==> src/rtl/chi_squared_engine.sv <==
// chi_squared_engine
//   Walks the expected (E) and observed (O) histograms held in a dual-port
//   synchronous ROM. It accumulates the Pearson chi-squared statistic,
//   sum over bins of (O-E)^2/E, as unsigned fixed point with FRAC_BITS
//   fractional bits. Every term and the running sum saturate at 0xFFFF_FFFF.
//   When a run finishes, the result is presented with a one-cycle valid pulse.
//
// Ports
//   clk        system clock, rising edge
//   rst        asynchronous reset, active low
//   E_in       expected count from memory port A (1-cycle registered read)
//   O_in       observed count from memory port B (1-cycle registered read)
//   data_rdy   start request; a run starts on its rising edge, sampled in IDLE only
//   addra_out  read address for port A (registered)
//   addrb_out  read address for port B, always equal to addra_out
//   chi_out    last completed result, held until the next run completes
//   data_vld   one-cycle pulse when chi_out is updated
//
// state | meaning
// ------+-----------------------------------------------------------
// IDLE  | waiting for a rising edge on data_rdy
// FETCH | present the address of the current bin
// WAIT  | memory read in flight
// CAP   | latch E/O, form |O-E|^2; E==0 skips the divider
// DIV   | restoring divide of (sq << FRAC_BITS) / E, one bit per cycle
// ACC   | saturating add of the term; next bin or finish
// DONE  | publish the accumulated sum and pulse data_vld

module chi_squared_engine #(
   parameter int N_BINS    = 256,
   parameter int ADDR_W    = 8,
   parameter int DATA_W    = 16,
   parameter int FRAC_BITS = 8
) (
   input  logic              clk,
   input  logic              rst,
   input  logic [DATA_W-1:0] E_in,
   input  logic [DATA_W-1:0] O_in,
   input  logic              data_rdy,
   output logic [ADDR_W-1:0] addra_out,
   output logic [ADDR_W-1:0] addrb_out,
   output logic [31:0]       chi_out,
   output logic              data_vld
);

   localparam int SQ_W  = 2 * DATA_W;
   localparam int DVD_W = SQ_W + FRAC_BITS;
   localparam int CNT_W = $clog2(DVD_W);

   typedef enum logic [2:0] {
      IDLE,
      FETCH,
      WAIT,
      CAP,
      DIV,
      ACC,
      DONE
   } state_t;

   state_t state, state_nxt;

   logic              data_rdy_q;
   logic [ADDR_W-1:0] bin_idx;
   logic [ADDR_W-1:0] addr_q;
   logic [DATA_W-1:0] e_q;
   logic [DVD_W-1:0]  dvd;
   logic [DATA_W-1:0] rem;
   logic [DVD_W-1:0]  quo;
   logic [CNT_W-1:0]  div_cnt;
   logic [31:0]       acc;
   logic [31:0]       chi_q;
   logic              vld_q;

   logic              start;
   logic              last_bin;
   logic              div_tc;
   logic [DATA_W-1:0] diff;
   logic [SQ_W-1:0]   sq;
   logic [DATA_W:0]   trial;
   logic              trial_ge;
   logic [DATA_W-1:0] rem_nxt;
   logic              quo_ovf;
   logic [31:0]       term;
   logic [32:0]       sum;
   logic [31:0]       acc_nxt;

   assign start    = data_rdy & ~data_rdy_q;
   assign last_bin = (bin_idx == ADDR_W'(N_BINS - 1));
   assign div_tc   = (div_cnt == '0);

   assign diff = (O_in >= E_in) ? (O_in - E_in) : (E_in - O_in);
   assign sq   = SQ_W'(diff) * SQ_W'(diff);

   // Restoring step: bring the next dividend bit into the partial remainder.
   // The remainder is always below E, so it fits back into DATA_W bits.
   assign trial    = {rem, dvd[DVD_W-1]};
   assign trial_ge = (trial >= {1'b0, e_q});
   assign rem_nxt  = trial_ge ? DATA_W'(trial - {1'b0, e_q}) : DATA_W'(trial);

   // The quotient can grow to DVD_W bits; anything above bit 31 clamps the term.
   assign quo_ovf = ((quo >> 32) != '0);
   assign term    = quo_ovf ? 32'hFFFF_FFFF : quo[31:0];
   assign sum     = {1'b0, acc} + {1'b0, term};
   assign acc_nxt = sum[32] ? 32'hFFFF_FFFF : sum[31:0];

   always_ff @(posedge clk or negedge rst) begin
      if (!rst) begin
         state <= IDLE;
      end else begin
         state <= state_nxt;
      end
   end

   always_comb begin
      state_nxt = state;
      case (state)
         IDLE:    if (start) state_nxt = FETCH;
         FETCH:   state_nxt = WAIT;
         WAIT:    state_nxt = CAP;
         CAP:     state_nxt = (E_in == '0) ? ACC : DIV;
         DIV:     if (div_tc) state_nxt = ACC;
         ACC:     state_nxt = last_bin ? DONE : FETCH;
         DONE:    state_nxt = IDLE;
         default: state_nxt = IDLE;
      endcase
   end

   always_ff @(posedge clk or negedge rst) begin
      if (!rst) begin
         data_rdy_q <= 1'b0;
         bin_idx    <= '0;
         addr_q     <= '0;
         e_q        <= '0;
         dvd        <= '0;
         rem        <= '0;
         quo        <= '0;
         div_cnt    <= '0;
         acc        <= '0;
         chi_q      <= '0;
         vld_q      <= 1'b0;
      end else begin
         data_rdy_q <= data_rdy;
         vld_q      <= 1'b0;
         case (state)
            IDLE: begin
               if (start) begin
                  acc     <= '0;
                  bin_idx <= '0;
               end
            end
            FETCH: begin
               addr_q <= bin_idx;
            end
            CAP: begin
               // quo is cleared here so an E==0 bin contributes a zero term.
               e_q     <= E_in;
               dvd     <= {sq, {FRAC_BITS{1'b0}}};
               rem     <= '0;
               quo     <= '0;
               div_cnt <= CNT_W'(DVD_W - 1);
            end
            DIV: begin
               dvd     <= dvd << 1;
               rem     <= rem_nxt;
               quo     <= {quo[DVD_W-2:0], trial_ge};
               div_cnt <= div_cnt - CNT_W'(1);
            end
            ACC: begin
               acc <= acc_nxt;
               if (!last_bin) begin
                  bin_idx <= bin_idx + ADDR_W'(1);
               end
            end
            DONE: begin
               chi_q <= acc;
               vld_q <= 1'b1;
            end
            default: ;
         endcase
      end
   end

   assign addra_out = addr_q;
   assign addrb_out = addr_q;
   assign chi_out   = chi_q;
   assign data_vld  = vld_q;

endmodule

==> config.mk <==
export PLATFORM = sky130hd
export DESIGN_NAME = chi_squared_engine
export DESIGN_NICKNAME = d
export VERILOG_FILES = /design/src/rtl/chi_squared_engine.sv
export SDC_FILE = /design/constraint.sdc
export NUM_CORES = 1
export LEC_CHECK = 0
export BUFFER_PORTS_ARGS = -buffer_cell sky130_fd_sc_hd__buf_2
export CAP_MARGIN = 20
export CORE_MARGIN = 4
export CORE_UTILIZATION = 60
export CTS_CLUSTER_DIAMETER = 120
export DETAILED_ROUTE_END_ITERATION = 6
export HOLD_SLACK_MARGIN = 0.02
export PLACE_DENSITY_LB_ADDON = 0.25
export SKIP_CTS_REPAIR_TIMING = 1
export SLEW_MARGIN = 15
export SYNTH_ARGS = -nofsm -noshare
export SYNTH_HDL_FRONTEND = slang
export SYNTH_SLANG_ARGS = --single-unit
export TNS_END_PERCENT = 20
==> constraint.sdc <==
create_clock -name clk -period 7.85 [get_ports clk]
set_clock_uncertainty 0.15 [all_clocks]
set_input_delay 0.3925 -clock clk [delete_from_list [all_inputs] [get_ports clk]]
set_output_delay 0.3925 -clock clk [all_outputs]
set_load 0.02 [all_outputs]
==> summary.txt, run 1 <==
Outcome
  • Status: finished with violations
  • Failing checks: negative hold slack, negative setup slack

Synthesis
  • Syn nets: 2465
  • Yosys warns: 0
  • Most used flip-flop cell after synthesis: dfrtp_1
  • Most common cell in the netlist: inv_1
  • Avg Cell Area, Syn: between 8 and 9 um2
  • Cell accounting for the most synthesized area: dfrtp_1
  • Gate Count Post-Synth: between 2k and 2.5k
  • Library cells used by synthesis: 66
  • Asr flop ratio synth: 1.000
  • Synth Cell Area: 18710 um2
  • Area fraction of the dominant cell type after synthesis: 0.2608
  • Synth area leaders: dfrtp_1, fa_1, ha_1, inv_1, nand2_1
  • Synthesized flop and latch total: ~200
  • Synth top cells by count: inv_1, nand2_1, dfrtp_1, ha_1, fa_1
  • Post-synthesis sequential area ratio: 0.2608
  • Post-synth EDFFs: 0

Timing
  • Worst Tran Pin Value: approximately 980 ps
  • Hold Slack: -49.86 ps
  • Slew Limit Headroom: 0.3444
  • RSZ-0062 raised after global routing: true
  • Slew Viols, Final: 0
  • Final Hold Viols: approximately 110
  • Final period util: 1.023
  • Tmin final: around 8000 ps
  • Post-route worst setup slack: -182.4 ps
  • Fmax: between 0.1 and 0.15 GHz
  • # setup viols final: 8
  • TNS Setup: -743.0 ps

CTS
  • Count of clock tree sinks: 195
  • Worst skew pair latency: 440 ps
  • Number of buffers created by CTS: 17
  • Clock transition at path regs: 60 ps
  • Root Driver: clkbuf_16
  • CTS tree: built
  • H-tree Lvls: 4
  • Max Root-Sink Buffers: 2

Job
  • MaxCap Viol Count: 0

GRT
  • Grt ovf: 0
  • All-Layer GR Usage: 0.2631
  • Vias in the first global route: ~16k
  • First-pass GRT wire length: ~74000 um
  • Initial antenna violation count: 0
  • Largest net degree at the start of global routing: ~120

Setup path
  • CP arrival: about 8300 ps
  • CP max FO: 5
  • Worst path required time: 8080 ps
  • Worst path slowest cell: fa_1
  • Largest stage delay on the critical path: between 500 and 600 ps
  • Critical path endpoint category: flop
  • Most used cell, CP: fa_1
  • Reg2reg setup slack: around 2700 ps
  • WS Path Type: in2reg
  • CP startpoint kind: primary input

Detailed routing
  • Final wirelength: 43810 um
  • DR iter-0 viols: between 900 and 1k
  • Drt wl/cell: between 15 and 20 um
  • # DRC: 0
  • Drt pass-1 iters: 5
  • Remaining antenna violation count after routing: 0
  • DR vias: 15.52k
  • Vias per std cell: roughly 5.6

Floorplan
  • Die width: around 180 um
  • Std-Cell Rows: between 60 and 70
  • Die Area: between 30000 and 40000 um2
  • Die H: approximately 180 um
  • CORE AREA: 30670 um2
  • Starting Density: 0.6100
  • Ports: between 80 and 90

Finish
  • Nets: 2731
  • Diode count: 0
  • Fin util: 0.7285
  • Share of layout cells above drive strength 1: 0.2264
  • Layout fillers: 2265
  • P&R area growth vs syn: 19.42%

Placement
  • # port buffers: just over 80
  • Placer Congestion: ~0.95
  • Post-DP HPWL: 34350 um

Hold path
  • Hold Path Class: in2async
## layout by cell type (no fill, tap or decap), drive strengths merged, types with 50 or more instances in the layout
master,instances
a21oi,119
dfrtp,195
inv,317
fa,166
buf,336
nor2,112
nand2,253
ha,180
o21ai,107
xnor2,50
## through the flow
stage | cell area, um2 | worst slack, ps | cells
2_1_floorplan | 19020 | -132.9 | 2084
3_3_place_gp | 21260 | -569.3 | 2700
3_5_place_dp | 21260 | -738.7 | 2700
4_1_cts | 21820 | -317.1 | 2732
5_1_grt | 22340 | -430.6 | 2759
6_report | 22340 | -182.4 | 2759
## sequential cells by signal, summed over array words and instances (netlist names)
name / count
div_cnt: 6
dvd: 32
bin_idx: 8
data_vld: 1
acc: 32
rem: 16
chi_out: 32
addra_out: 8
e_q: 16
data_rdy_q: 1
quo: 40
state: 3
## per-layer routing
metal	track usage	part of all wire	up-vias
met5	0	0	-
met1	0.3421	0.43	7627
met2	0.4669	0.51	346
met4	0.07010	0.022	0
li1	-	-	7469
met3	0.03316	0.042	78
## critical path: cells and delay by family
kind / cells / cell delay, ps
xor gates and xnor gates: 1 / 360
adders and majority gates: 9 / 3740
muxes: 1 / 290
AOI/OAI and AO/OA: 12 / 2570
and+or+nand+nor: 3 / 240
buffers and inverters: 8 / 660
## kinds of logic after synthesis
family,count (synthesis),synth area share
adders and majority gates,346,0.2980
buffers and inverters,407,0.08466
AOI/OAI and AO/OA,481,0.1682
DFF,195,0.2608
muxes,32,0.01799
xor gates and xnor gates,88,0.04200
and+or+nand+nor,535,0.1283
## layout make-up
class | count | area [um2] | share of cell area
clock inverter | 9 | 71.32 | 0.003192
clock buffer | 23 | 488.0 | 0.02184
tap | 396 | 495.5 | 0.02218
sequential | 195 | 4880 | 0.2184
multi-input combinational | 1482 | 12810 | 0.5732
inverter | 316 | 1205 | 0.05393
timing repair buffer | 338 | 2397 | 0.1073
## path summary, 6_finish.rpt
kind / start / end / cells past startpoint
max reg2reg: quo[33]$_DFFE_PN0P_ / acc[24]$_DFFE_PN0P_ / 16
min in group clk: E_in[6] / e_q[6]$_DFFE_PN0P_ / 4
max in group asynchronous: rst / dvd[19]$_DFFE_PN0P_ / 2
min: rst / addra_out[3]$_DFFE_PN0P_ / 1
max: O_in[0] / dvd[38]$_DFFE_PN0P_ / 34
min reg2reg: chi_out[16]$_DFFE_PN0P_ / chi_out[16]$_DFFE_PN0P_ / 2
Power of run 1 is not shown: default switching activity piles up to over one toggle a cycle in this logic, so the estimate is an artifact.
==> run 2, diff against run 1 <==
BUFFER_PORTS_ARGS = unset   (was -buffer_cell sky130_fd_sc_hd__buf_2)
DONT_BUFFER_PORTS = 1   (was unset)
HOLD_SLACK_MARGIN = unset   (was 0.02)
==> run 2 against run 1 <==
The run now ends clean. Routed wire length fell by 2.8%. Count of clock-buffer cells in the layout fell by 5. Final area fell by 2.8%. Sequential cell count did not move. Register-to-register slack barely moved. Cell count fell by 4.3%. Sequential share of layout area rose by 0.62 points. Global-route usage fell by 0.96 points. Critical path depth did not move. Critical path type unchanged.
==> summary.txt, run 2 (synthesis results as in run 1) <==
Setup path
  • Reg2reg path depth: 16 (unchanged)
  • Top Family by Delay on Critical Path: adder cells
  • CP startpoint kind: primary input
  • CP endpoint: dvd[37]$_DFFE_PN0P_
  • CP startpoint: O_in[0]
  • Reg2reg setup slack: 2710 ps (about the same)
  • FF-to-FF Start: quo[37]$_DFFE_PN0P_
  • WS Path Type: in2reg
  • Worst path required time: 8000 ps (-80 ps)
  • Largest stage delay on the critical path: 560 ps (-20 ps)
  • FF-to-FF End: acc[24]$_DFFE_PN0P_
  • Levels on crit path: 34 (unchanged)
  • Most used cell, CP: a21o_1
  • CP arrival: 7890 ps (-370 ps)
  • CP max FO: 7 (+2)
  • CP bufs+invs: 7 (-1)
  • Critical path endpoint category: flop
  • Worst path slowest cell: fa_1

GRT
  • First-pass GRT wire length: 71340 um (-4.0%)
  • Grt ovf: 0 (unchanged)
  • Vias in the first global route: 15.05k (-5.6%)
  • Largest net degree at the start of global routing: 196 (+58%)
  • All-Layer GR Usage: 0.2535 (-0.009598)
  • Initial antenna violation count: 0 (unchanged)

Floorplan
  • Die width: 184.6 um (unchanged)
  • Std-Cell Rows: 64 (unchanged)
  • CORE AREA: 30670 um2 (unchanged)
  • Die H: 184.6 um (unchanged)
  • Ports: 84 (unchanged)
  • Die Area: 34070 um2 (unchanged)
  • Starting Density: 0.6100 (unchanged)

Timing
  • Worst Tran Pin Value: 1023 ps (+40.76 ps)
  • Final period util: 0.9866 (-0.03663)
  • # setup viols final: 0 (-8)
  • RSZ-0062 raised after global routing: true
  • Final Hold Viols: 0 (-100%)
  • Slew Limit Headroom: 0.3172 (-0.02720)
  • Fmax: 0.1291 GHz (+3.7%)
  • Slew Viols, Final: 0 (unchanged)
  • Tmin final: 7745 ps (-287.6 ps)
  • TNS Setup: 0 ps (+743.0 ps)
  • Hold Slack: 119.7 ps (+169.6 ps)

Detailed routing
  • DR vias: 15.03k (-3.1%)
  • DR iter-0 viols: 851 (-9.4%)
  • Final wirelength: 42580 um (-2.8%)
  • Vias per std cell: 5.697 (+1.3%)
  • # DRC: 0 (unchanged)
  • Drt pass-1 iters: 5 (unchanged)
  • Drt wl/cell: 16.14 um (+1.6%)
  • Remaining antenna violation count after routing: 0 (unchanged)

Finish
  • Commonest cells after routing, fill and taps aside: inv_1, nand2_1, dfrtp_1, buf_4, ha_1
  • Fin util: 0.7084 (-0.02007)
  • P&R area growth vs syn: 16.13%
  • Max reg flops: 40 (unchanged)
  • Share of layout cells above drive strength 1: 0.1739 (-0.05253)
  • Diode count: 0 (unchanged)
  • Top reg by flops: quo
  • Most common cell after layout, fill and taps aside: inv_1
  • Finished Layout Cells: 2639 (-4.3%)
  • Nets: 2611 (-4.4%)

CTS
  • Max Root-Sink Buffers: 2 (unchanged)
  • CTS tree: built
  • Worst skew pair latency: 440 ps (about the same)
  • Number of buffers created by CTS: 17 (unchanged)
  • Clock transition at path regs: 70 ps (about the same)
  • Count of clock tree sinks: 195 (unchanged)
  • H-tree Lvls: 4 (unchanged)
  • Root Driver: clkbuf_16

Job
  • MaxCap Viol Count: 0 (unchanged)

Hold path
  • Hold path start: E_in[0]
  • Hold Path Class: in2reg

Outcome
  • Status: completed

Placement
  • Post-DP HPWL: 32700 um (-4.8%)
  • Placer Congestion: 0.9538 (+0.42%)
  • # port buffers: 0 (-100%)
  • Placed Cells: 2568 (-4.9%)
## run 2: cell types whose count changed in the layout (fill, tap and decap cells not counted), sizes merged, moves of 2 or more
cell / previous run / this run
inv: 317 / 319
bufinv: 0 / 3
buf: 336 / 201
dlygate4sd3: 1 / 17
clkbuf: 24 / 18
## run 2: how the worst min path moves through the flow
stage,end,slack (ps),cells after the start
3_3_place_gp,bin_idx[3]$_DFFE_PN0P_,-40,0
3_5_place_dp,bin_idx[5]$_DFFE_PN0P_,-40,0
2_1_floorplan,acc[0]$_DFFE_PN0P_,-50,0
5_1_grt,e_q[0]$_DFFE_PN0P_,140,3
4_1_cts,addra_out[4]$_DFFE_PN0P_,-520,0
6_report,e_q[0]$_DFFE_PN0P_,120,3
## run 2: cell type report
class / count / area [um2]
Clock buffer: 18 / 439.2
Clock inverter: 14 / 175.2
Fill cell: 2300 / 8942
Inverter: 316 / 1212
Multi-Input combinational cell: 1482 / 12780
Sequential cell: 195 / 4880
Tap cell: 396 / 495.5
Timing Repair Buffer: 218 / 1740
## run 2: through the flow
stage	setup WS [ps]	cell area (um2)
after floorplan	-132.9	19020
after global placement	-335.5	20470
after detailed placement	-475.9	20470
after CTS	-29.83	21080
after global routing	-269.2	21730
final	105.1	21730
## run 2: routing by layer
| metal | share of wire | routed length (um) | GRT usage |
|---|---|---|---|
| met1 | 0.44 | 18740 | 0.3420 |
| met5 | 0 | 0 | 0 |
| met2 | 0.50 | 21170 | 0.4355 |
| met3 | 0.041 | 1767 | 0.03079 |
| met4 | 0.021 | 903 | 0.07010 |
## run 2: worst register-to-register path: stages (launching register included)
cell	delay, ps
dfrtp_1	400
nor4_1	300
nand2_1	510
or2_2	500
ha_1	230
fa_1	450
a211oi_1	240
o21bai_1	110
a21oi_1	310
o21ai_0	340
nand3_1	180
and3_1	270
a22oi_1	150
a31oi_2	210
buf_4	360
a21oi_1	120
a31o_2	220
Power of run 2 is left out for the same reason.
==> run 3, diff against run 2 <==
CORE_UTILIZATION = 40   (was 60)
==> run 3 against run 2 <==
Fmax increased by 0.16%. Register-to-register slack improved by 50 ps. Sequential share of layout area fell by 0.20 points. Non-clock buffer count unchanged. Critical path depth grew 1. Utilization is 23 points lower. Worst setup slack gained 13 ps. Die area up 48%. Critical endpoint is now dvd[39]$_DFFE_PN0P_. Final area rose by 0.89%. Critical path type unchanged. Cell count grew 7.7%.
==> summary.txt, run 3 (synthesis results as in run 1) <==
Setup path
  • WS Path Type: in2reg
  • Worst path required time: 8070 ps (+70 ps)
  • Most used cell, CP: fa_1
  • CP startpoint kind: primary input
  • Largest stage delay on the critical path: 550 ps (about the same)
  • CP max FO: 9 (+2)
  • Critical path endpoint category: flop
  • Worst path slowest cell: fa_1
  • CP arrival: 7950 ps (+60 ps)

Floorplan
  • Die Area: 50300 um2 (+48%)
  • Starting Density: 0.4088 (-0.2013)
  • Std-Cell Rows: 78 (+22%)
  • Ports: 84 (unchanged)
  • Die width: 224.3 um (+21%)
  • Die H: 224.3 um (+21%)
  • CORE AREA: 45770 um2 (+49%)

Finish
  • Most common cell after layout, fill and taps aside: inv_1
  • Diode count: 0 (unchanged)
  • Commonest cells after routing, fill and taps aside: inv_1, nand2_1, dfrtp_1, buf_4, ha_1
  • Nets: 2611 (unchanged)
  • Max reg flops: 40 (unchanged)
  • Share of layout cells above drive strength 1: 0.1673 (-0.006613)
  • Top reg by flops: quo
  • Fin util: 0.4789 (-0.2295)
  • P&R area growth vs syn: 17.17%

GRT
  • Grt ovf: 0 (unchanged)
  • Vias in the first global route: 15.10k (+0.30%)
  • Largest net degree at the start of global routing: 196 (unchanged)
  • First-pass GRT wire length: 73690 um (+3.3%)
  • All-Layer GR Usage: 0.1748 (-0.07863)
  • Initial antenna violation count: 0 (unchanged)

Detailed routing
  • DR iter-0 viols: 730 (-14%)
  • DR vias: 14.71k (-2.1%)
  • Drt pass-1 iters: 5 (unchanged)
  • # DRC: 0 (unchanged)
  • Remaining antenna violation count after routing: 0 (unchanged)
  • Vias per std cell: 5.176 (-9.1%)
  • Final wirelength: 43410 um (+1.9%)
  • Drt wl/cell: 15.27 um (-5.3%)

Job
  • MaxCap Viol Count: 0 (unchanged)

CTS
  • Worst skew pair latency: 440 ps (about the same)
  • Number of buffers created by CTS: 17 (unchanged)
  • Clock transition at path regs: 70 ps (about the same)
  • H-tree Lvls: 4 (unchanged)
  • Count of clock tree sinks: 195 (unchanged)
  • Max Root-Sink Buffers: 2 (unchanged)
  • CTS tree: built
  • Root Driver: clkbuf_16

Placement
  • Post-DP HPWL: 34810 um (+6.4%)
  • Placer Congestion: 0.8876 (-6.9%)
  • # port buffers: 0 (unchanged)

Timing
  • Final period util: 0.9850 (-0.001613)
  • Final Hold Viols: 0 (unchanged)
  • RSZ-0062 raised after global routing: true
  • Slew Limit Headroom: 0.3580 (+0.04073)
  • Worst Tran Pin Value: 963.1 ps (-59.97 ps)
  • # setup viols final: 0 (unchanged)
  • Fmax: 0.1293 GHz (+0.16%)
  • Tmin final: 7732 ps (-12.67 ps)
  • TNS Setup: 0 ps (unchanged)
  • Slew Viols, Final: 0 (unchanged)

Hold path
  • Hold Path Class: in2reg

Outcome
  • Status: completed
run 3: final timing paths:
path	startpoint	slack (ps)	cells after the start	to
max	E_in[12]	120	35	dvd[39]$_DFFE_PN0P_
min	E_in[4]	20	2	e_q[4]$_DFFE_PN0P_
max reg2reg	quo[33]$_DFFE_PN0P_	2760	17	acc[24]$_DFFE_PN0P_
min reg2reg	div_cnt[5]$_DFFE_PN0P_	340	1	div_cnt[5]$_DFFE_PN0P_
max in group asynchronous	rst	6290	2	dvd[17]$_DFFE_PN0P_
min in group asynchronous	rst	530	2	chi_out[7]$_DFFE_PN0P_
run 3: layout make-up:
| cell class | count | area (um2) |
|---|---|---|
| fill | 4348 | 23850 |
| multi-input combinational | 1482 | 12710 |
| sequential | 195 | 4880 |
| timing repair buffer | 218 | 1775 |
| inverter | 316 | 1210 |
| tap | 600 | 750.7 |
| clock buffer | 19 | 452.9 |
| clock inverter | 12 | 143.9 |
run 3: worst max-delay path: cells and delay by family:
kind | cells | cell delay [ps]
compound gates | 12 | 2490
xor+xnor | 1 | 200
fa+ha+maj | 8 | 3340
buf+inv | 8 | 740
mux | 1 | 110
simple gates | 5 | 650
run 3: stage by stage:
stage          hold slack, ps  cell area, um2  setup WS [ps]  cells
2_1_floorplan          -53.09           19020         -132.9   2084
3_3_place_gp           -42.37           20840         -341.5   2784
3_5_place_dp           -44.91           20840         -415.8   2784
4_1_cts                -519.5           21440          43.44   2815
5_1_grt                 5.285           21920         -167.6   2842
6_report                18.36           21920          117.8   2842
run 3: routing by layer:
metal,track usage,vias to the layer above,wire (um)
met2,0.3010,224,21160
met3,0.02258,49,1446
met5,0,-,0
met1,0.2358,7221,20020
met4,0.04308,0,780
li1,-,7217,-
Power of run 3 is left out for the same reason.
